File: config.mk
export PLATFORM = sky130hd
export DESIGN_NAME = control_unit
export DESIGN_NICKNAME = d
export VERILOG_FILES = /design/src/rtl/control_unit_pkg.sv /design/src/rtl/alu_decoder.sv /design/src/rtl/control_unit.sv
export SDC_FILE = /design/constraint.sdc
export NUM_CORES = 1
export LEC_CHECK = 0
export CAP_MARGIN = 25
export CORE_MARGIN = 8
export CORE_UTILIZATION = 40
export CTS_CLUSTER_DIAMETER = 30
export DETAILED_ROUTE_END_ITERATION = 12
export GPL_TIMING_DRIVEN = 0
export PLACE_DENSITY = 0.76
export SETUP_SLACK_MARGIN = 0.02
export SLEW_MARGIN = 20
export SYNTH_ARGS = -nofsm -noshare
export SYNTH_HDL_FRONTEND = slang
export SYNTH_HIERARCHICAL = 1
export SYNTH_SLANG_ARGS = --single-unit
File: constraint.sdc
create_clock -name clk -period 2.4 [get_ports clk]
set_input_delay 0.36 -clock clk [delete_from_list [all_inputs] [get_ports clk]]
set_output_delay 0.36 -clock clk [all_outputs]
set_load 0.01 [all_outputs]
File: src/rtl/control_unit_pkg.sv
//------------------------------------------------------------------------------
// control_unit_pkg
// Shared state, opcode and control-field encodings for the multicycle control unit.
// Rev 1.0 - initial release
//------------------------------------------------------------------------------
`default_nettype none

package control_unit_pkg;

    typedef enum logic [3:0] {
        S_FETCH    = 4'd0,
        S_DECODE   = 4'd1,
        S_MEMADR   = 4'd2,
        S_MEMREAD  = 4'd3,
        S_MEMWB    = 4'd4,
        S_MEMWRITE = 4'd5,
        S_EXECR    = 4'd6,
        S_EXECI    = 4'd7,
        S_ALUWB    = 4'd8,
        S_BRANCH   = 4'd9,
        S_JAL      = 4'd10,
        S_LUI      = 4'd11,
        S_TRAP     = 4'd12
    } state_t;

    localparam logic [6:0] c_OP_LOAD   = 7'b0000011;
    localparam logic [6:0] c_OP_STORE  = 7'b0100011;
    localparam logic [6:0] c_OP_RTYPE  = 7'b0110011;
    localparam logic [6:0] c_OP_ITYPE  = 7'b0010011;
    localparam logic [6:0] c_OP_BRANCH = 7'b1100011;
    localparam logic [6:0] c_OP_JAL    = 7'b1101111;
    localparam logic [6:0] c_OP_LUI    = 7'b0110111;

    // ALU operation class handed from the FSM to the ALU decoder
    localparam logic [1:0] c_ALUOP_ADD   = 2'b00;
    localparam logic [1:0] c_ALUOP_SUB   = 2'b01;
    localparam logic [1:0] c_ALUOP_FUNCT = 2'b10;

    localparam logic [2:0] c_ALU_ADD = 3'b000;
    localparam logic [2:0] c_ALU_SUB = 3'b001;
    localparam logic [2:0] c_ALU_AND = 3'b010;
    localparam logic [2:0] c_ALU_OR  = 3'b011;
    localparam logic [2:0] c_ALU_SLT = 3'b101;

    localparam logic [1:0] c_SRCA_PC    = 2'b00;
    localparam logic [1:0] c_SRCA_OLDPC = 2'b01;
    localparam logic [1:0] c_SRCA_REG   = 2'b10;
    localparam logic [1:0] c_SRCA_ZERO  = 2'b11;

    localparam logic [1:0] c_SRCB_WDATA = 2'b00;
    localparam logic [1:0] c_SRCB_IMM   = 2'b01;
    localparam logic [1:0] c_SRCB_FOUR  = 2'b10;

    localparam logic [1:0] c_RES_ALUOUT = 2'b00;
    localparam logic [1:0] c_RES_DATA   = 2'b01;
    localparam logic [1:0] c_RES_ALURES = 2'b10;

    localparam logic [2:0] c_IMM_I = 3'b000;
    localparam logic [2:0] c_IMM_S = 3'b001;
    localparam logic [2:0] c_IMM_B = 3'b010;
    localparam logic [2:0] c_IMM_J = 3'b011;
    localparam logic [2:0] c_IMM_U = 3'b100;

    function automatic logic [2:0] imm_src(input logic [6:0] op);
        case (op)
            c_OP_STORE:  imm_src = c_IMM_S;
            c_OP_BRANCH: imm_src = c_IMM_B;
            c_OP_JAL:    imm_src = c_IMM_J;
            c_OP_LUI:    imm_src = c_IMM_U;
            default:     imm_src = c_IMM_I;
        endcase
    endfunction

endpackage

`default_nettype wire

File: src/rtl/alu_decoder.sv
//------------------------------------------------------------------------------
// alu_decoder
// Maps ALU operation class plus funct3/funct7b5/op[5] onto the ALUControl code.
// Rev 1.0 - initial release
//------------------------------------------------------------------------------
`default_nettype none

module alu_decoder
    import control_unit_pkg::*;
(
    input  logic [1:0] i_alu_op,
    input  logic [2:0] i_funct3,
    input  logic       i_funct7b5,
    input  logic       i_op5,
    output logic [2:0] o_alu_control
);

    always_comb begin
        o_alu_control = c_ALU_ADD;
        case (i_alu_op)
            c_ALUOP_SUB: o_alu_control = c_ALU_SUB;
            c_ALUOP_FUNCT: begin
                case (i_funct3)
                    // op[5] separates R-type sub from addi sharing funct7b5
                    3'b000:  o_alu_control = (i_funct7b5 && i_op5) ? c_ALU_SUB : c_ALU_ADD;
                    3'b010:  o_alu_control = c_ALU_SLT;
                    3'b110:  o_alu_control = c_ALU_OR;
                    3'b111:  o_alu_control = c_ALU_AND;
                    default: o_alu_control = c_ALU_ADD;
                endcase
            end
            default: o_alu_control = c_ALU_ADD;
        endcase
    end

endmodule

`default_nettype wire

File: src/rtl/control_unit.sv
//------------------------------------------------------------------------------
// control_unit
// Moore-style multicycle RISC-V control FSM with sticky illegal-opcode trap.
// Rev 1.0 - initial release
//------------------------------------------------------------------------------
`default_nettype none

module control_unit
    import control_unit_pkg::*;
(
    input  logic       clk,
    input  logic       resetn,
    input  logic [6:0] op,
    input  logic [2:0] funct3,
    input  logic       funct7b5,
    input  logic       Zero,
    output logic       PCWrite,
    output logic       AdrSrc,
    output logic       MemWrite,
    output logic       IRWrite,
    output logic [1:0] ResultSrc,
    output logic [2:0] ALUControl,
    output logic [1:0] ALUSrcA,
    output logic [1:0] ALUSrcB,
    output logic [2:0] ImmSrc,
    output logic       RegWrite,
    output logic [3:0] state,
    output logic       illegal
);

    state_t     r_state;
    state_t     w_next_state;
    logic       r_illegal;
    logic [1:0] w_alu_op;
    logic       w_pcwrite;
    logic       w_memwrite;
    logic       w_irwrite;
    logic       w_regwrite;

    // State register
    always_ff @(posedge clk) begin
        if (resetn) begin
            r_state   <= S_FETCH;
            r_illegal <= 1'b0;
        end else begin
            r_state <= w_next_state;
            if (w_next_state == S_TRAP) begin
                r_illegal <= 1'b1;
            end
        end
    end

    // Next-state logic
    always_comb begin
        w_next_state = r_state;
        case (r_state)
            S_FETCH:  w_next_state = S_DECODE;
            S_DECODE: begin
                case (op)
                    c_OP_LOAD, c_OP_STORE: w_next_state = S_MEMADR;
                    c_OP_RTYPE:            w_next_state = S_EXECR;
                    c_OP_ITYPE:            w_next_state = S_EXECI;
                    c_OP_BRANCH:           w_next_state = S_BRANCH;
                    c_OP_JAL:              w_next_state = S_JAL;
                    c_OP_LUI:              w_next_state = S_LUI;
                    default:               w_next_state = S_TRAP;
                endcase
            end
            S_MEMADR: begin
                // An opcode that drifted away from lw/sw here is treated as illegal
                if (op == c_OP_LOAD)       w_next_state = S_MEMREAD;
                else if (op == c_OP_STORE) w_next_state = S_MEMWRITE;
                else                       w_next_state = S_TRAP;
            end
            S_MEMREAD:  w_next_state = S_MEMWB;
            S_MEMWB:    w_next_state = S_FETCH;
            S_MEMWRITE: w_next_state = S_FETCH;
            S_EXECR:    w_next_state = S_ALUWB;
            S_EXECI:    w_next_state = S_ALUWB;
            S_ALUWB:    w_next_state = S_FETCH;
            S_BRANCH:   w_next_state = S_FETCH;
            S_JAL:      w_next_state = S_ALUWB;
            S_LUI:      w_next_state = S_ALUWB;
            S_TRAP:     w_next_state = S_TRAP;
            default:    w_next_state = S_FETCH;
        endcase
    end

    // Output decode
    always_comb begin
        w_pcwrite  = 1'b0;
        w_memwrite = 1'b0;
        w_irwrite  = 1'b0;
        w_regwrite = 1'b0;
        AdrSrc     = 1'b0;
        ResultSrc  = c_RES_ALUOUT;
        ALUSrcA    = c_SRCA_PC;
        ALUSrcB    = c_SRCB_WDATA;
        w_alu_op   = c_ALUOP_ADD;
        case (r_state)
            S_FETCH: begin
                w_irwrite = 1'b1;
                w_pcwrite = 1'b1;
                ALUSrcB   = c_SRCB_FOUR;
                ResultSrc = c_RES_ALURES;
            end
            S_DECODE: begin
                ALUSrcA = c_SRCA_OLDPC;
                ALUSrcB = c_SRCB_IMM;
            end
            S_MEMADR: begin
                ALUSrcA = c_SRCA_REG;
                ALUSrcB = c_SRCB_IMM;
            end
            S_MEMREAD: AdrSrc = 1'b1;
            S_MEMWB: begin
                ResultSrc  = c_RES_DATA;
                w_regwrite = 1'b1;
            end
            S_MEMWRITE: begin
                AdrSrc     = 1'b1;
                w_memwrite = 1'b1;
            end
            S_EXECR: begin
                ALUSrcA  = c_SRCA_REG;
                w_alu_op = c_ALUOP_FUNCT;
            end
            S_EXECI: begin
                ALUSrcA  = c_SRCA_REG;
                ALUSrcB  = c_SRCB_IMM;
                w_alu_op = c_ALUOP_FUNCT;
            end
            S_ALUWB: w_regwrite = 1'b1;
            S_BRANCH: begin
                ALUSrcA  = c_SRCA_REG;
                w_alu_op = c_ALUOP_SUB;
                case (funct3)
                    3'b000:  w_pcwrite = Zero;
                    3'b001:  w_pcwrite = ~Zero;
                    default: w_pcwrite = 1'b0;
                endcase
            end
            S_JAL: begin
                ALUSrcA   = c_SRCA_OLDPC;
                ALUSrcB   = c_SRCB_FOUR;
                w_pcwrite = 1'b1;
            end
            S_LUI: begin
                ALUSrcA = c_SRCA_ZERO;
                ALUSrcB = c_SRCB_IMM;
            end
            default: ;
        endcase
    end

    alu_decoder u_alu_decoder (
        .i_alu_op      (w_alu_op),
        .i_funct3      (funct3),
        .i_funct7b5    (funct7b5),
        .i_op5         (op[5]),
        .o_alu_control (ALUControl)
    );

    // Write enables are squashed combinationally so reset aborts in the same cycle
    assign PCWrite  = w_pcwrite  & ~resetn;
    assign MemWrite = w_memwrite & ~resetn;
    assign IRWrite  = w_irwrite  & ~resetn;
    assign RegWrite = w_regwrite & ~resetn;
    assign ImmSrc   = imm_src(op);
    assign state    = r_state;
    assign illegal  = r_illegal;

endmodule

`default_nettype wire

## Word-level counts from Yosys, hierarchy flattened

Cells that the tools add are included.

- Eq/ne operators: 26
- Bitwise gates (word level): 6
- Reductions and logical operators: 12
- Multiplexer cells: 18

Operators with widths:

| cell | number |
|---|---|
| 4-bit case mux with 6 select lines | 2 |
| 4-bit equality test (second input constant) | 6 |
| 3-bit case mux with 4 select lines | 2 |
| 7-bit by 6-bit equality test with 1-bit output (second input constant) | 3 |
| 4-bit by 3-bit equality test with 1-bit output (second input constant) | 4 |
| 7-bit equality test (second input constant) | 2 |
| 2-bit case mux with 2 select lines | 3 |
| 2-bit OR reduction | 6 |
| 4-bit OR reduction | 3 |
| 4-bit by 2-bit equality test with 1-bit output (second input constant) | 2 |
| 4-bit two-way mux | 2 |
| 7-bit by 2-bit equality test with 1-bit output (second input constant) | 1 |
| 7-bit by 5-bit equality test with 1-bit output (second input constant) | 1 |
| 3-bit equality test (second input constant) | 2 |
| 2-bit case mux with 3 select lines | 1 |
| 3-bit case mux with 2 select lines | 1 |
| 1-bit two-way mux | 5 |
| 1-bit bitwise AND | 4 |
| 4-bit by 1-bit equality test with 1-bit output (second input constant) | 1 |
| 4-bit zero test | 1 |
| 1-bit case mux with 2 select lines | 2 |
| 3-bit by 1-bit equality test with 1-bit output (second input constant) | 1 |
| 3-bit by 2-bit equality test with 1-bit output (second input constant) | 1 |
| 3-bit zero test | 1 |
| other kinds (4) | 5 |

- Output and inout port bits: 22
- Flip-flop bits (word level): 5
- Input port bits: 14

## Logic depth before layout (Yosys ltp)

- Depth after elaboration: 5
- Gate-level depth with buffers: 7
- Mapped depth without buffers: 6

## By module

Netlist, hierarchy kept.

By module, submodules not included:

| module | sequential area each (µm²) | times used | area each (µm²) | cells an instance |
|---|---|---|---|---|
| control_unit | 100.1 | 1 | 655.6 | 88 |
| alu_decoder | 0.0 | 1 | 96.3 | 11 |

## Worst setup path before layout

No wires, ideal clock.

- Path type: register to output
- From: register r_state[0], in the netlist state[0]
- To: output ALUControl[2]
- Required time: 2040 ps
- Path slack: 131 ps
- Arrival time: 1909 ps
- Stages on the path, launching flop included: 6
- Path through: dfxtp_1 or2b_2 nor3b_1 inv_1 ha_1 nor4b_1

- Word-level cells in the longest chain between the ends: 5
- Elaborated cells on any way between the ends: 8

RTL lines:

| what | line | text |
|---|---|---|
| from (decl) | control_unit.sv:31 | `state_t r_state;` |
| from (signal assigned) | control_unit.sv:46 | `r_state <= w_next_state;` |
| 4-bit by 3-bit equality test with 1-bit output | control_unit.sv:100 | `case (r_state)` |
| 2-bit OR reduction (no line) | n/a |  |
| 2-bit case mux with 2 select lines (*) | control_unit.sv:100 |  |
| net w_alu_op[0] | control_unit.sv:34 | `logic [1:0] w_alu_op;` |
| 2-bit equality test / 2-bit by 1-bit equality test with 1-bit output (equally long branches) | alu_decoder.sv:20 | `case (i_alu_op)` |
| 3-bit case mux with 2 select lines (*) | alu_decoder.sv:20 |  |
| to (decl) | control_unit.sv:22 | `output logic [2:0] ALUControl,` |

The timed path passes the listed nets; every way through them passes the cells marked *.

## Final worst setup path

- From: register r_state[0], in the netlist state[0]
- To: output ALUControl[1]

Same word-level chain as after synthesis.

==> results.md <==
- The synthesized design contains 5 register bits.
- The post-synthesis cell count is 99.
- The worst register-to-register path has a depth of 6.
- The number of nets in the synthesized netlist is 115.
- Along the worst path, the maximum fanout reaches 6.
- Among all flip-flop cells after synthesis, the most frequent one is sky130_fd_sc_hd__dfxtp_1.
- The growth of design area from synthesis to finish is 59.40%.
- The clock passes through at most 2 buffers.
- The number of CTS-inserted buffers is 3.
- The via count of the first global-routing pass is 883.
- The count of flip-flops with a built-in enable after synthesis is 0.
- For the worst setup path, the data required time is 2.04 ns.
- The overall routed net length is 2355 um.
- The initial antenna violation count is 0.
- The overflow left after global routing is 0.
- Power spread over the standard cell area amounts to 753.4 mW/mm^2.
- The area share of the leading cell type in the synthesized netlist is 0.1331.
- The worst clock skew is 0.002817 ns.
- The overall die height is 59.36 um.
- In this run the clock root is driven by a sky130_fd_sc_hd__clkbuf_4.
- In this run the horizontal extent of the chip is 59.36 um.
- The post-detailed-route DRC marker count is 0.
- The cell leakage power is 0.4622 nW.
- STA classifies the critical path endpoint as an output port.
- The total area inside the core boundary comes to 0.001745 mm^2.
- The synthesized cell area is 752.0 um^2.
- In this run the worst hold path is classified as flip-flop to flip-flop.
- During placement, the flow inserted port buffers numbering 34.
- Of all flip-flops after synthesis, the portion carrying an async set or reset was 0.
- The worst-case IR drop observed on VDD is 0.6533 mV.
- Yosys printed 6 warnings.
- The average instance in the mapped netlist occupies 7.596 um^2.
- Of the cells placed in the final design, the portion with a size suffix greater than 1 is 0.2590.
- Entering global routing, the biggest net connects 11 pins.
- The capturing point of the worst reg2reg path is illegal.
- For this run, the total global-route usage over all layers was measured as 0.1415.
- Leaving out filler cells and counting taps, the final layout contains 164.
- The wire length of the first global-routing pass is 4077 um.
- The upper clock frequency limit is 0.4308 GHz.
- The origin of the worst min-delay path is illegal.
- For this run, the register share of the synthesized area comes to 0.1331.
- The path with the worst hold slack has its endpoint at illegal.
- In this design, the stage delay of the slowest critical-path cell is 0.36 ns.
- Counting both buffers and inverters, the worst setup path holds a total of 2.
- At the end of routability-driven placement, the weighted congestion stood at 0.8450.
- The worst path in the final design needs a cycle of 2.321 ns, including I/O delays and setup.
- The ratio of final minimum period to clock period is 0.9672.
- Measured against its own limit, the worst slew margin works out to 0.8029.
- The classification of the worst setup path is flip-flop to output port.
- After the first detailed-routing iteration, the DRC count stood at 19.
- The total of max-cap violations is 0.
- STA classifies the critical path startpoint as a flip-flop.
- The run finished with clean final reports.
- Data arrives at the worst endpoint at 1.96 ns.
- The total count of max-transition violations in the final report is 0.
- The slack of the worst reg-to-reg path is 0.82 ns.
- In this run the remaining antenna-violating nets after routing total 0.
- The actual slew at the worst max-slew pin is 0.2932 ns.
- Including well taps, the total number of placed cells is 158.
- The post-synthesis cell type with the largest combined area is sky130_fd_sc_hd__dfxtp_1.
- The largest individual stage delay along the critical path comes from the cell sky130_fd_sc_hd__dfxtp_4.
- The row count is 15.
- The number of nets at the end of the flow is 156.
- The start of the worst register-to-register path is state[2].
- The clock net sink count is 5.
- CTS built an H-tree with a depth of 1.
- The later pin in the worst-skew pair is clocked with a latency of 0.23 ns.
- Setup violations remaining at the end of the flow were counted as 0.
- The die footprint is 0.003524 mm^2.
- The worst hold path passes through 2 cells.
- The via total after detailed routing is 896.
- The CTS tree is done.
- The largest delay contributor family on the critical path is simple AND/OR/NAND/NOR gates.
- In the final routed layout, each cell accounts on average for 14.36 um.
- In this run, distinct cell masters in the synthesized netlist total 50.
- Sorting the synthesized cells by area gives the leading types as sky130_fd_sc_hd__dfxtp_1 13%, sky130_fd_sc_hd__nor3_1 4.0%, sky130_fd_sc_hd__nor2_1 4.0%.
- The initial utilization of the core area, before any placement, comes to 0.4308.
- The number of endpoints with negative hold slack in the final report is 0.
- The number of top-level pins is 36.
- The iteration count of the initial detailed-routing pass is 4.
- The via density per instance is 5.463.
- The count of hold-fix buffers inserted at cts is 0.
- The clock-pin slew on the worst setup and hold paths is 0.04 ns.
- 0 antenna diodes ended up in the layout.
- Walking the worst path, the cells encountered are or2b_4, nor3b_4, inv_2, ha_4, and4b_2, clkdlybuf4s15_1.
- The accumulated negative setup slack is 0 ns.
- The placed wire-length estimate after detailed placement is 1809 um.
-- how the worst max path moves through the flow --
stage	end	from	cells after the start	slack, ns
3_3_place_gp	ALUControl[2]	state[3]	6	-0.37
2_1_floorplan	ALUControl[2]	state[0]	5	0.13
6_report	ALUControl[1]	state[0]	6	0.08
4_1_cts	PCWrite	state[3]	6	0.03
3_5_place_dp	ALUControl[2]	state[3]	6	-0.38
5_1_grt	PCWrite	state[3]	6	-0.02
-- timing repair --
item,CTS,global route
setup buffers,1,1
hold endpoints to repair,0,0
gates resized for setup,19,10
setup endpoints to repair,8,7
pin swaps,0,1
-- cell type report --
cell class                      instances  area, um^2
Sequential cell                         5       105.1
Inverter                                6       22.52
Fill cell                             159       546.8
Timing Repair Buffer                   36       344.1
Tap cell                               25       31.28
Clock buffer                            4       26.28
Buffer                                  7       55.05
Multi-Input combinational cell         81       614.3
-- worst register-to-register path, delay by kind of cell (launching register included) --
| kind | cells | cell delay (ns) |
|---|---|---|
| flops | 1 | 0.33 |
| compound gates | 3 | 0.54 |
| simple gates | 2 | 0.43 |
| buf+inv | 1 | 0.20 |
-- state kept, by name (all words and copies together), names as in the netlist --
signal   count
illegal      1
state        4
-- cells in the final DEF (no fill, tap or decap), types with 3 or more instances in the layout --
cell | synthesis | final
sky130_fd_sc_hd__a21oi_1 | 3 | 3
sky130_fd_sc_hd__buf_4 | 2 | 5
sky130_fd_sc_hd__clkbuf_4 | 0 | 3
sky130_fd_sc_hd__clkdlybuf4s50_1 | 0 | 27
sky130_fd_sc_hd__dfxtp_1 | 5 | 3
sky130_fd_sc_hd__dlygate4sd2_1 | 0 | 3
sky130_fd_sc_hd__inv_1 | 6 | 5
sky130_fd_sc_hd__nand2_1 | 6 | 6
sky130_fd_sc_hd__nand2b_1 | 4 | 4
sky130_fd_sc_hd__nor2_1 | 8 | 8
sky130_fd_sc_hd__nor3_1 | 6 | 6
sky130_fd_sc_hd__nor3b_1 | 4 | 3
sky130_fd_sc_hd__xor2_1 | 3 | 3
-- logic make-up after synthesis --
kind of cell | share of synthesized area
AO/OA/AOI/OAI | 0.2313
XOR/XNOR | 0.05825
adder cells (fa/ha/maj) | 0.03327
buffers and inverters | 0.09649
flip-flops | 0.1331
multiplexers | 0.01497
AND/OR/NAND/NOR | 0.4326
-- layer usage --
metal,GRT usage,vias to the layer above,share of wire
met3,0.02820,2,0.056
met1,0.1667,424,0.42
li1,-,443,-
met5,0,-,0
met4,0.04096,0,0.010
met2,0.2481,27,0.52
-- power breakdown --
| part | leakage, nW | switching [W] | internal [W] |
|---|---|---|---|
| clock network | 0.0150 | 0.0000297 | 0.0000626 |
| registers | 0.0419 | 0.0000253 | 0.000112 |
| logic | 0.405 | 0.000317 | 0.000356 |
-- metrics by stage --
stage	hold WS, ns	instance area [um^2]	power (W)	setup WS [ns]	util
after floorplan	0.4324	752.0	0.0004821	0.1314	-
after global placement	0.4603	1124	0.0007589	-0.3657	0.6437
after detailed placement	0.4663	1124	0.0007689	-0.3850	0.6437
after CTS	0.4758	1180	0.0008942	0.02617	0.6760
after global routing	0.4997	1199	0.0009732	-0.01813	0.6867
final	0.4718	1199	0.0009031	0.07868	0.6867
-- cells in the mapped netlist (2+ instances only) --
master	count
sky130_fd_sc_hd__nor3b_1	4
sky130_fd_sc_hd__xnor2_1	2
sky130_fd_sc_hd__dfxtp_1	5
sky130_fd_sc_hd__nand2_1	6
sky130_fd_sc_hd__nand2b_1	4
sky130_fd_sc_hd__a211oi_1	2
sky130_fd_sc_hd__buf_4	2
sky130_fd_sc_hd__a21oi_1	3
sky130_fd_sc_hd__ha_1	2
sky130_fd_sc_hd__nand3b_1	2
sky130_fd_sc_hd__or2_1	2
sky130_fd_sc_hd__nor4b_1	2
sky130_fd_sc_hd__nor4_1	3
sky130_fd_sc_hd__nor2b_1	2
sky130_fd_sc_hd__a21o_1	2
sky130_fd_sc_hd__nor2_1	8
sky130_fd_sc_hd__buf_6	2
sky130_fd_sc_hd__nor3_1	6
sky130_fd_sc_hd__clkbuf_1	2
sky130_fd_sc_hd__inv_1	6
sky130_fd_sc_hd__xor2_1	3
Power figures use the tool's default switching activity.
